`config.mk`:
```
export PLATFORM = sky130hd
export DESIGN_NAME = cdb_arbiter
export DESIGN_NICKNAME = d
export VERILOG_FILES = /design/src/rtl/cdb_arbiter.sv
export SDC_FILE = /design/constraint.sdc
export NUM_CORES = 1
export LEC_CHECK = 0
export ABC_AREA = 1
export BUFFER_PORTS_ARGS = -buffer_cell sky130_fd_sc_hd__buf_2
export CAP_MARGIN = 10
export CELL_PAD_IN_SITES_DETAIL_PLACEMENT = 1
export CELL_PAD_IN_SITES_GLOBAL_PLACEMENT = 1
export CORE_UTILIZATION = 52
export CTS_BUF_LIST = sky130_fd_sc_hd__clkbuf_4 sky130_fd_sc_hd__clkbuf_8
export DETAILED_ROUTE_END_ITERATION = 8
export PLACE_DENSITY_LB_ADDON = 0.1
export SETUP_SLACK_MARGIN = 0.05
export SYNTH_ARGS = -nofsm -noshare
export SYNTH_HDL_FRONTEND = slang
export SYNTH_SLANG_ARGS = --single-unit
```
`constraint.sdc`:
```
create_clock -name clk -period 6.5 [get_ports clk]
set_input_delay 0.65 -clock clk [delete_from_list [all_inputs] [get_ports clk]]
set_output_delay 0.65 -clock clk [all_outputs]
set_load 0.02 [all_outputs]
```
`src/rtl/cdb_arbiter.sv`:
```
// -----------------------------------------------------------------------------
// cdb_arbiter
//
// Collects results from NUM_FU functional units and broadcasts them one per
// unstalled cycle on the common data bus (CDB) that feeds the ROB. Each FU has
// its own small FIFO of {tag, value} entries. A round-robin pointer picks the
// next non-empty FIFO. The selected head is registered onto the CDB outputs.
//
// Parameters
//   NUM_FU    number of functional-unit result ports
//   TAG_WIDTH ROB tag width (matches the ROB address width)
//   DEPTH     per-FU FIFO depth (power of two, >= 2)
//
// Ports
//   clk          clock, all state changes on the rising edge
//   rst          asynchronous, active-low reset
//   stall_i      pipeline stall (shared with the ROB); freezes pops and the CDB
//   flush_i      synchronous discard of every buffered result and the CDB
//   fu_valid_i   per-FU result valid
//   fu_tag_i     per-FU ROB tag, FU i at [i*TAG_WIDTH +: TAG_WIDTH]
//   fu_value_i   per-FU result, FU i at [i*`XLEN +: `XLEN]
//   fu_ready_o   per-FU accept, high while that FU's FIFO is not full
//   cdb_valid_o  broadcast valid
//   cdb_tag_o    broadcast ROB tag
//   cdb_value_o  broadcast result
//   cdb_src_o    one-hot source FU of the broadcast, zero when not valid
// -----------------------------------------------------------------------------
`ifndef XLEN
`define XLEN 32
`endif

module cdb_arbiter #(
  parameter int NUM_FU    = 4,
  parameter int TAG_WIDTH = 3,
  parameter int DEPTH     = 2
) (
  input  logic                          clk,
  input  logic                          rst,
  input  logic                          stall_i,
  input  logic                          flush_i,
  input  logic [NUM_FU-1:0]             fu_valid_i,
  input  logic [NUM_FU*TAG_WIDTH-1:0]   fu_tag_i,
  input  logic [NUM_FU*`XLEN-1:0]       fu_value_i,
  output logic [NUM_FU-1:0]             fu_ready_o,
  output logic                          cdb_valid_o,
  output logic [TAG_WIDTH-1:0]          cdb_tag_o,
  output logic [`XLEN-1:0]              cdb_value_o,
  output logic [NUM_FU-1:0]             cdb_src_o
);

  localparam int PTR_W   = $clog2(DEPTH);
  localparam int CNT_W   = PTR_W + 1;
  localparam int RR_W    = (NUM_FU > 1) ? $clog2(NUM_FU) : 1;
  localparam int ENTRY_W = TAG_WIDTH + `XLEN;
  localparam logic [CNT_W-1:0] DEPTH_CNT = CNT_W'(DEPTH);
  localparam logic [RR_W-1:0]  LAST_FU   = RR_W'(NUM_FU - 1);

  // FIFO storage and bookkeeping
  logic [ENTRY_W-1:0] mem_q    [NUM_FU][DEPTH];
  logic [ENTRY_W-1:0] mem_d    [NUM_FU][DEPTH];
  logic [PTR_W-1:0]   wr_ptr_q [NUM_FU];
  logic [PTR_W-1:0]   wr_ptr_d [NUM_FU];
  logic [PTR_W-1:0]   rd_ptr_q [NUM_FU];
  logic [PTR_W-1:0]   rd_ptr_d [NUM_FU];
  logic [CNT_W-1:0]   count_q  [NUM_FU];
  logic [CNT_W-1:0]   count_d  [NUM_FU];

  // Arbitration state and CDB output registers
  logic [RR_W-1:0]      rr_ptr_q, rr_ptr_d;
  logic                 cdb_valid_q, cdb_valid_d;
  logic [TAG_WIDTH-1:0] cdb_tag_q, cdb_tag_d;
  logic [`XLEN-1:0]     cdb_value_q, cdb_value_d;
  logic [NUM_FU-1:0]    cdb_src_q, cdb_src_d;

  // Combinational helpers
  logic [RR_W-1:0]    cand       [NUM_FU];
  logic               grant_valid;
  logic [RR_W-1:0]    grant_idx;
  logic [ENTRY_W-1:0] grant_entry;
  logic [NUM_FU-1:0]  push_en;
  logic [NUM_FU-1:0]  pop_en;

  // A full FIFO never accepts, even on the edge where it pops.
  always_comb begin
    for (int i = 0; i < NUM_FU; i++) begin
      fu_ready_o[i] = (count_q[i] != DEPTH_CNT);
    end
  end

  // Round-robin search starting at rr_ptr. The loop runs downward so the last
  // hit written is the closest one to rr_ptr, which avoids a loop break.
  always_comb begin
    grant_valid = 1'b0;
    grant_idx   = '0;
    for (int k = 0; k < NUM_FU; k++) begin
      cand[k] = RR_W'((int'(rr_ptr_q) + k) % NUM_FU);
    end
    for (int k = NUM_FU - 1; k >= 0; k--) begin
      if (count_q[cand[k]] != '0) begin
        grant_valid = 1'b1;
        grant_idx   = cand[k];
      end else begin
        grant_valid = grant_valid;
      end
    end
  end

  // Head entry of the granted FIFO.
  always_comb begin
    grant_entry = '0;
    for (int i = 0; i < NUM_FU; i++) begin
      if (grant_idx == RR_W'(i)) begin
        grant_entry = mem_q[i][rd_ptr_q[i]];
      end else begin
        grant_entry = grant_entry;
      end
    end
  end

  // Push and pop enables; flush suppresses both, stall only blocks pops.
  always_comb begin
    for (int i = 0; i < NUM_FU; i++) begin
      push_en[i] = fu_valid_i[i] && fu_ready_o[i] && !flush_i;
      pop_en[i]  = grant_valid && (grant_idx == RR_W'(i)) && !stall_i && !flush_i;
    end
  end

  // Next-state for the FIFO storage, pointers and counts.
  always_comb begin
    mem_d = mem_q;
    for (int i = 0; i < NUM_FU; i++) begin
      wr_ptr_d[i] = wr_ptr_q[i];
      rd_ptr_d[i] = rd_ptr_q[i];
      count_d[i]  = count_q[i];
      if (flush_i) begin
        wr_ptr_d[i] = '0;
        rd_ptr_d[i] = '0;
        count_d[i]  = '0;
      end else begin
        if (push_en[i]) begin
          mem_d[i][wr_ptr_q[i]] = {fu_tag_i[i*TAG_WIDTH +: TAG_WIDTH],
                                   fu_value_i[i*`XLEN +: `XLEN]};
          wr_ptr_d[i] = wr_ptr_q[i] + PTR_W'(1);
        end else begin
          wr_ptr_d[i] = wr_ptr_q[i];
        end
        if (pop_en[i]) begin
          rd_ptr_d[i] = rd_ptr_q[i] + PTR_W'(1);
        end else begin
          rd_ptr_d[i] = rd_ptr_q[i];
        end
        case ({push_en[i], pop_en[i]})
          2'b10:   count_d[i] = count_q[i] + CNT_W'(1);
          2'b01:   count_d[i] = count_q[i] - CNT_W'(1);
          default: count_d[i] = count_q[i];
        endcase
      end
    end
  end

  // Next-state for the CDB registers and the round-robin pointer.
  always_comb begin
    cdb_valid_d = cdb_valid_q;
    cdb_tag_d   = cdb_tag_q;
    cdb_value_d = cdb_value_q;
    cdb_src_d   = cdb_src_q;
    rr_ptr_d    = rr_ptr_q;
    if (flush_i) begin
      cdb_valid_d = 1'b0;
      cdb_src_d   = '0;
    end else if (stall_i) begin
      // Hold the current broadcast so the ROB sees it once unstalled.
      cdb_valid_d = cdb_valid_q;
    end else if (grant_valid) begin
      cdb_valid_d = 1'b1;
      cdb_tag_d   = grant_entry[ENTRY_W-1 -: TAG_WIDTH];
      cdb_value_d = grant_entry[`XLEN-1:0];
      cdb_src_d   = NUM_FU'(1) << grant_idx;
      rr_ptr_d    = (grant_idx == LAST_FU) ? '0 : grant_idx + RR_W'(1);
    end else begin
      // Nothing to send: drop valid, keep tag and value stable.
      cdb_valid_d = 1'b0;
      cdb_src_d   = '0;
    end
  end

  // FIFO data array; contents are qualified by count, so no reset needed.
  always_ff @(posedge clk) begin
    mem_q <= mem_d;
  end

  // Control state with asynchronous active-low reset.
  always_ff @(posedge clk or negedge rst) begin
    if (!rst) begin
      for (int i = 0; i < NUM_FU; i++) begin
        wr_ptr_q[i] <= '0;
        rd_ptr_q[i] <= '0;
        count_q[i]  <= '0;
      end
      rr_ptr_q    <= '0;
      cdb_valid_q <= 1'b0;
      cdb_tag_q   <= '0;
      cdb_value_q <= '0;
      cdb_src_q   <= '0;
    end else begin
      wr_ptr_q    <= wr_ptr_d;
      rd_ptr_q    <= rd_ptr_d;
      count_q     <= count_d;
      rr_ptr_q    <= rr_ptr_d;
      cdb_valid_q <= cdb_valid_d;
      cdb_tag_q   <= cdb_tag_d;
      cdb_value_q <= cdb_value_d;
      cdb_src_q   <= cdb_src_d;
    end
  end

  assign cdb_valid_o = cdb_valid_q;
  assign cdb_tag_o   = cdb_tag_q;
  assign cdb_value_o = cdb_value_q;
  assign cdb_src_o   = cdb_src_q;

endmodule
```
# ---- Yosys cells after proc, flatten, opt, wreduce, memory -nomap -nowiden
# Cells that the tools add are included.
dict set report word_totals {
  regBits 338
  in_bits 148
  output_inout_bits 44
  elab_cells 219
}
dict set report op_classes {
  addsub 20
  magnitude_cmp 16
  eq_ne 16
  shifts 1
  muxes 79
  bitwise 14
  n_reduce_logical 48
}
# cell count
set op_table {}
lappend op_table {{$mux 35} 20}
lappend op_table {{$bwmux 70} 4}
lappend op_table {{$demux 35 s1} 4}
lappend op_table {{$mux 2} 17}
lappend op_table {{$logic_and 1x1->1} 24}
lappend op_table {{$reduce_bool 2->1} 12}
lappend op_table {{$mux 1} 23}
lappend op_table {{$bmux 2 s2} 4}
lappend op_table {{$ge 2x2->1 const B} 8}
lappend op_table {{$not 1->2} 8}
lappend op_table {{$pmux 2 s2} 4}
lappend op_table {{$add 2x1->2 const B} 6}
lappend op_table {{$eq 2x2->1 const B} 6}
lappend op_table {{$ge 3x3->1 const B} 4}
lappend op_table {{$mux 4} 3}
lappend op_table {{$not 2->3} 4}
lappend op_table {{$reduce_bool 3->1} 4}
lappend op_table {{$eq 2x1->1 const B} 5}
lappend op_table {{$add 1x1->1 const B} 8}
lappend op_table {{$lt 2x1->1 const B} 4}
lappend op_table {{$ne 2x2->1 const B} 4}
lappend op_table {{$reduce_and 2->1} 4}
lappend op_table {{$sub 2x1->2 const B} 4}
lappend op_table {{$add 2x2->2 const B} 2}
lappend op_table {{other kinds (6)} 8}

# ---- Depth between registers and ports, before layout
# Gate-level depths: netlist of run 1.
dict set report logic_depth {
  ltp_word 17
  depth_mapped 21
  depth_no_buf 19
}

# ---- Worst setup path after synthesis of run 1
# Ideal clock, no wire load.
dict set report synth_path {
  kind {input-to-reg}
  startpoint {input port flush_i}
  endpoint {register mem_q[140] (netlist bit) (enable)}
  setup_ns 0.427
  arrival_ns 3.111
  t_required_ns 6.073
  slack_ns 2.962
  cell_stages 6
  n_path_buf 3
  path_cell_list {clkbuf_1 -> inv_1 -> clkbuf_1 -> clkbuf_1 -> nand2_1 -> nor2_1}
}
dict set report synth_between {
  elab_chain_len 3
  word_cells_on_any_way 4
  cone_classes {1 x bitwise; 3 x reduce/logical}
}
# element line
set synth_rtl {}
lappend synth_rtl {{from (decl)} 40} ;# input logic flush_i,
lappend synth_rtl {{$logic_not 1->1} 123} ;# push_en[i] = fu_valid_i[i] && fu_ready_o[i] && !flush_i;
lappend synth_rtl {{$logic_and 1x1->1} 123}
lappend synth_rtl {{$reduce_and 2->1 (no source line) *} -}
lappend synth_rtl {{to (signal assigned)} 189} ;# mem_q <= mem_d;
lappend synth_rtl {{to (decl)} 59} ;# logic [ENTRY_W-1:0] mem_q [NUM_FU][DEPTH];
# Mark *: on every way between the ends. The rest lies on a longest branch, timed or not.
# A chain may end at the register's enable or synchronous reset.

# ---- Worst setup path after layout of run 1
dict set report layout_path {
  startpoint {register rr_ptr_q[0]}
  endpoint {register cdb_value_q[13], in the netlist cdb_value_o[13]}
}
dict set report layout_between {
  elab_chain_len 15
  word_cells_on_any_way 40
  cone_classes {3 x add/sub; 3 x eq/ne; 24 x mux; 4 x bitwise; 6 x reduce/logical}
}
# element line
set layout_rtl {}
lappend layout_rtl {{from (decl)} 69} ;# logic [RR_W-1:0] rr_ptr_q, rr_ptr_d;
lappend layout_rtl {{from (signal assigned)} 209} ;# rr_ptr_q <= rr_ptr_d;
lappend layout_rtl {{$add 2x2->2} 96} ;# cand[k] = RR_W'((int'(rr_ptr_q) + k) % NUM_FU);
lappend layout_rtl {{$not 2->3 (implied by the code)} 99} ;# if (count_q[cand[k]] != '0) begin
lappend layout_rtl {{$bmux 2 s2} 99}
lappend layout_rtl {{$mux 2 (implied by the code) (2 in series)} 99}
lappend layout_rtl {{$reduce_bool 2->1} 99}
lappend layout_rtl {{$mux 2 (4 in series)} 99}
lappend layout_rtl {{$logic_not 2->1} 112} ;# if (grant_idx == RR_W'(i)) begin
lappend layout_rtl {{$mux 35 (4 in series)} 112}
lappend layout_rtl {{to (signal assigned)} 212} ;# cdb_value_q <= cdb_value_d;
lappend layout_rtl {{to (decl)} 72} ;# logic [`XLEN-1:0] cdb_value_q, cdb_value_d;
# Several ways; a longest one is shown, not always the timed one. The select of a mux whose other input is x is not followed.

==> results of run 1 <==
==> flip-flops by register name (all words and copies together), names as in the netlist <==
name	flops
rr_ptr_q	2
count_q	8
cdb_src_o	4
wr_ptr_q	4
cdb_value_o	32
rd_ptr_q	4
mem_q	280
cdb_valid_o	1
cdb_tag_o	3
==> cell type report <==
type,count,area (sq um)
multi-input combinational,658,3520
sequential,338,9860
inverter,31,116
timing repair buffer,210,1100
clock inverter,20,126
clock buffer,86,1030
tap,335,419
fill,2663,9790
antenna,7,17.5
==> cells by family (layout without fill, tap and decap cells) <==
family / count (synthesis) / in the layout / share of synthesized area
AND/OR/NAND/NOR: 366 / 366 / 0.107
flip-flops: 338 / 338 / 0.719
AO/OA/AOI/OAI: 251 / 251 / 0.112
buffers and inverters: 91 / 347 / 0.0296
multiplexers: 35 / 35 / 0.0287
adder cells (fa/ha/maj): 4 / 4 / 0.00365
XOR/XNOR: 2 / 2 / 0.00128
other: 0 / 7 / 0
==> layer usage <==
metal,GRT usage,vias up,share of wire
met4,0.115,4,0.023
met5,0,-,0.00060
met1,0.449,4968,0.43
li1,-,4338,-
met3,0.0701,68,0.091
met2,0.473,444,0.46
==> worst max-delay path by stage <==
stage	from	end	slack, ps	cells after the start
after detailed placement	rr_ptr_q[0]	cdb_value_o[6]	2550	17
after global placement	rr_ptr_q[0]	cdb_tag_o[0]	2820	18
after CTS	rr_ptr_q[0]	cdb_value_o[6]	2540	17
final	rr_ptr_q[0]	cdb_value_o[13]	2500	18
after global routing	rr_ptr_q[0]	cdb_value_o[13]	2210	18
after floorplan	flush_i	mem_q[140]	2960	6
==> through the flow <==
stage,cells,utilization,area [sq um]
after floorplan,1087,-,13700
after global placement,1572,0.578,15000
after detailed placement,1572,0.578,15000
after CTS,1678,0.622,16200
after global routing,1682,0.623,16200
final,1685,0.623,16200
==> synth_stat cells (5+ instances only) <==
master	instances
buf_2	10
buf_6	6
clkbuf_1	39
dfrtp_1	58
edfxtp_1	280
inv_1	24
mux2_2	35
nand2_1	195
nand3_1	22
nand3_2	5
nand4_1	6
nor2_1	132
o211a_1	35
o21a_1	14
o21ai_0	153
o22ai_1	35
==> where the power goes <==
group          internal, mW  switching, mW  total (mW)
registers              2.67          0.188        2.85
logic                  1.42           2.91        4.33
clock network          1.06          0.859        1.92
==> results.yml, run 1 <==
sta:
  setup_violations: 0
  min_period_over_period: 0.616
  finClkSkew_ps: 22.3
  relSlewSlack: 0.252
  setup_slack_ps: 2500
  tns_ps: 0
  holdWs_ps: 240
  drv_slew: 0
  max_freq_ghz: 0.250
  rsz0062_at_grt: "false"
  min_period_ps: 4000
  worst_slew_pin_slew_ps: 1120
  report.final.hold_viol_count: 0
clock_network:
  root_buffer: "clkbuf_8"
  cts_max_level: 2
  cts_post_setup_buffers_inserted: 0
  clk_pin_slew_ps: 60
  cts_buffer_depth: 3
  cts_buffers: 56
  cts_resized: 0
  clock-sinks: 338
  cts_tree: "done"
  holdBufCountCts: 0
  clkLatencyLatePin_ps: 600
placed_design:
  dp_slack_ps: 2550
  io_buffer_count: 191
  gp_congestion: 0.826
  dpl.hpwl_mm: 26.6
worst_setup_path:
  end_kind: "flip-flop"
  reg2reg_depth: 18
  path_buf_inv: 4
  max_stage_delay_ps: 640
  rr_startpoint: "rr_ptr_q[0]"
  required_ps: 6960
  r2r_end: "cdb_value_o[13]"
  critPathKind: "flip-flop to flip-flop"
  arrival_ps: 4460
  regToRegSetupSlack_ps: 2500
  crit_family: "compound AO/OA/AOI/OAI gates"
  slowest_stage: "inv_1"
  cp_max_fo: 22
  cpMostUsedCell: "nand2_1"
  startpoint_type: "flip-flop"
  cp_cell_sequence: "inv_2 -> o21ai_1 -> nand2_1 -> nand2_1 -> o21ai_0 -> o211ai_1 -> o21ai_0 -> a21oi_1 -> inv_1 -> ha_1 -> buf_4 -> inv_1 -> nor2_1 -> o21ai_0 -> o211a_1 -> o22ai_1 -> nand2_1 -> nand2_1"
routing:
  drtIter0Drc: 982
  drc: 0
  vias: 9822
  drt_first_pass_iters: 5
  drt_wl_total_mm: 41.7
  ant_nets: 0
  routed_via_density: 5.83
  wire_per_inst_um: 24.7
status:
  status: "complete, no violations"
yosys:
  netlist_area_sq_um: 13700
  yosys.area.top_type_share: 0.613
  seq_area_frac_synth: 0.719
  synth_fp_nets: 1239
  synth_top_flop_cell: "edfxtp_1"
  syn-instance-count: 1087
  postSynth.asyncResetShare: 0.172
  synth-seq-cells: 338
  yosys_warnings: 0
  synth_edf_count: 280
  synth_cell_types: 30
  synthTopCellsByArea: "edfxtp_1, dfrtp_1, o21ai_0"
  avgSynthCellArea_sq_um: 12.6
  yosys.area.top_type: "edfxtp_1"
die:
  num_io_pins: 192
  die_area_sq_um: 27000
  start_util: 0.528
  dieWidth_um: 164
  die-height_um: 164
  rows: 59
  core_sq_um: 26000
cells_and_area:
  layout-drive-gt1-share: 0.273
  final_common_cell: "edfxtp_1"
  mostFrequentLayoutCells: "edfxtp_1, nand2_1, buf_2"
  fin_nets: 1447
  areaGrowthSynthToFinish_pct: 18.0
grt:
  grt_antenna_before_repair: 8
  grt_pass1_wl_mm: 61.5
  grt.total_usage: 0.314
  gr-total-overflow: 0
  grt_max_degree: 59
  grt_pass1_vias: 10200
power:
  ir_drop_mv: 0.592
  p_total_mw: 9.10
  powerDensity_nw_per_um2: 562
  leakagePower_nw: 6.48
job:
  cap_violations: 0
worst_hold_path:
  hold_class: "primary input to async pin"
Power figures use the tool's default switching activity.
==> inputs of run 2 (changes only) <==
- ABC_AREA: 1 -> 0
- CORE_UTILIZATION: 52 -> 44
- clock period: 6.5 -> 3.35 ns (I/O delays scaled with it)
==> run 2 against run 1 <==
Count of clock-buffer cells in the layout up 1; final area grew 8.9%; largest power group is now registers; wire length decreased by 13%; clock power grew 92%; cell count rose by 0.95%; maximum frequency increased by 37%; register-to-register slack worse by 2100 ps; synthesized cell count decreased by 17%; setup slack got worse by 2100 ps; sequential power increased by 98%.
==> results.yml, run 2 <==
sta:
  max_freq_ghz: 0.342
  report.final.hold_viol_count: 0
  min_period_ps: 2920
  setup_violations: 0
  relSlewSlack: 0.292
  tns_ps: 0
  rsz0062_at_grt: "false"
  setup_slack_ps: 428
  min_period_over_period: 0.872
  drv_slew: 0
  worst_slew_pin_slew_ps: 1060
  finClkSkew_ps: 26.0
die:
  rows: 63
  dieWidth_um: 177
  die-height_um: 177
  die_area_sq_um: 31500
  num_io_pins: 192
  core_sq_um: 30000
  start_util: 0.452
worst_setup_path:
  end_kind: "flip-flop"
  rr_startpoint: "count_q[2]"
  arrival_ps: 3380
  startpoint_type: "flip-flop"
  path_buf_inv: 2
  cpMostUsedCell: "o21ai_0"
  worst-path-stages: 10
  worstSetupEndpoint: "cdb_value_o[9]"
  slowest_stage: "dfrtp_1"
  startpoint: "count_q[2]"
  required_ps: 3810
  regToRegSetupSlack_ps: 430
  max_stage_delay_ps: 450
  reg2reg_depth: 10
  cp_max_fo: 35
  critPathKind: "flip-flop to flip-flop"
  crit_family: "compound AO/OA/AOI/OAI gates"
  cp_cell_sequence: "nor2_1 -> a211o_1 -> o311a_1 -> inv_1 -> ha_1 -> nand2b_1 -> buf_4 -> o21ai_0 -> o21ai_0 -> a31oi_1"
  r2r_end: "cdb_value_o[9]"
cells_and_area:
  final_common_cell: "edfxtp_1"
  areaGrowthSynthToFinish_pct: 30.2
  largest_reg_flops: 280
  fin_nets: 1416
  fin_area_sq_um: 17600
  largest_register: "mem_q"
  mostFrequentLayoutCells: "edfxtp_1, buf_2, dlygate4sd3_1"
  antenna_cells: 0
  fin_cells: 1701
  layout-drive-gt1-share: 0.306
clock_network:
  cts_buffer_depth: 3
  cts_max_level: 2
  cts_tree: "done"
  root_buffer: "clkbuf_8"
  clk_pin_slew_ps: 60
  clkLatencyLatePin_ps: 610
  cts_buffers: 56
  cts_post_setup_buffers_inserted: 0
  clock-sinks: 338
grt:
  grt.total_usage: 0.234
  grt.met1_usage: 0.301
  gr-total-overflow: 0
  grt_pass1_vias: 9498
  gr-max-usage-layer: "met2"
  grt_max_degree: 51
  grt_antenna_before_repair: 0
  use_met3: 0.0377
  grt_pass1_wl_mm: 54.9
  gr-usage-met2: 0.401
power:
  power.internal_mw: 9.23
  comb_power_share: 0.364
  powerDensity_nw_per_um2: 831
  switchingPower_mw: 5.42
  leakagePower_nw: 6.44
  p_total_mw: 14.7
  swShare: 0.370
  clockPowerShare: 0.251
  p_seq_frac: 0.385
  ir_drop_mv: 0.577
routing:
  drt_wl_total_mm: 36.3
  vias: 8782
  drt_first_pass_iters: 5
  drc: 0
  wire_per_inst_um: 21.3
  drtIter0Drc: 502
  routed_via_density: 5.16
  ant_nets: 0
yosys:
  synthTopCellsByCount: "edfxtp_1, nand2_1, mux2i_1"
  syn-instance-count: 902
  synth_fp_nets: 1054
  yosys.area.top_type_share: 0.621
  yosys.area.top_type: "edfxtp_1"
  synth_edf_count: 280
  avgSynthCellArea_sq_um: 15.0
  seq_area_frac_synth: 0.728
  netlist_area_sq_um: 13500
  synth.most_common_cell: "edfxtp_1"
  synth-seq-cells: 338
  synth_cell_types: 38
  postSynth.asyncResetShare: 0.172
  synthTopCellsByArea: "edfxtp_1, dfrtp_1, mux2_2"
  synth_top_flop_cell: "edfxtp_1"
  yosys_warnings: 0
status:
  status: "complete, no violations"
worst_hold_path:
  hold_class: "primary input to flip-flop"
placed_design:
  dpl.hpwl_mm: 22.1
  dp_slack_ps: 351
  gp_congestion: 0.790
  place_area_sq_um: 15100
  dp_cells: 1455
  io_buffer_count: 191
job:
  cap_violations: 0
run 2: cell types whose count changed after synthesis, moves of 36 or more:
cell / delta
mux2i_1: +74
mux2_2: +36
a21oi_1: +39
nand2_1: -116
nor2_1: -64
o21ai_0: -86
run 2: per-layer routing:
layer	up-vias	part of all wire
li1	4117	-
met3	59	0.044
met4	0	0.025
met1	4387	0.43
met5	-	0
met2	219	0.50
run 2: worst min-delay path, stage by stage:
cell     delay [ps]
buf_2           160
a21oi_1         140
nor2_1           40
run 2: cell families after synthesis:
group	Yosys count	synth area share
AOI/OAI and AO/OA	164	0.0688
xor gates and xnor gates	12	0.00776
and+or+nand+nor	186	0.0581
adders and majority gates	4	0.00369
DFF	338	0.728
muxes	145	0.114
buffers and inverters	53	0.0200
run 2: what timing repair did:
item,CTS,global route
endpoints found under the setup margin,0,25
resized for setup,0,2
hold endpoints to repair,320,0
hold buffers,141,0
run 2: how the worst min path moves through the flow:
stage	cells past startpoint	slack (ps)	to	start
finish	3	130	cdb_src_o[3]	stall_i
global route	3	120	cdb_src_o[3]	stall_i
CTS	3	100	cdb_src_o[2]	stall_i
detailed placement	2	520	cdb_src_o[3]	cdb_src_o[3]
global placement	2	490	cdb_valid_o	cdb_valid_o
floorplan	0	40	cdb_src_o[0]	rst
run 2: power by group through the flow:
stage | clock network, mW | logic [mW] | registers, mW
2_1_floorplan | 0 | 3.21 | 5.82
3_5_place_dp | 0 | 5.18 | 5.73
6_report | 3.68 | 5.33 | 5.64
5_1_grt | 3.94 | 5.90 | 5.71
3_3_place_gp | 0 | 5.04 | 5.70
4_1_cts | 3.76 | 5.33 | 5.65
run 2: metrics by stage:
stage / hold slack, ps / util
6_report: 126 / 0.589
5_1_grt: 123 / 0.589
4_1_cts: 98.5 / 0.588
3_5_place_dp: 525 / 0.502
3_3_place_gp: 494 / 0.502
2_1_floorplan: 39.4 / -
run 2: layout make-up:
class | count | area, sq um
Fill cell | 2932 | 12300
Sequential cell | 338 | 9860
Multi-Input combinational cell | 511 | 3550
Timing Repair Buffer | 356 | 2570
Clock buffer | 87 | 1050
Tap cell | 390 | 488
Clock inverter | 18 | 115
Inverter | 1 | 3.75
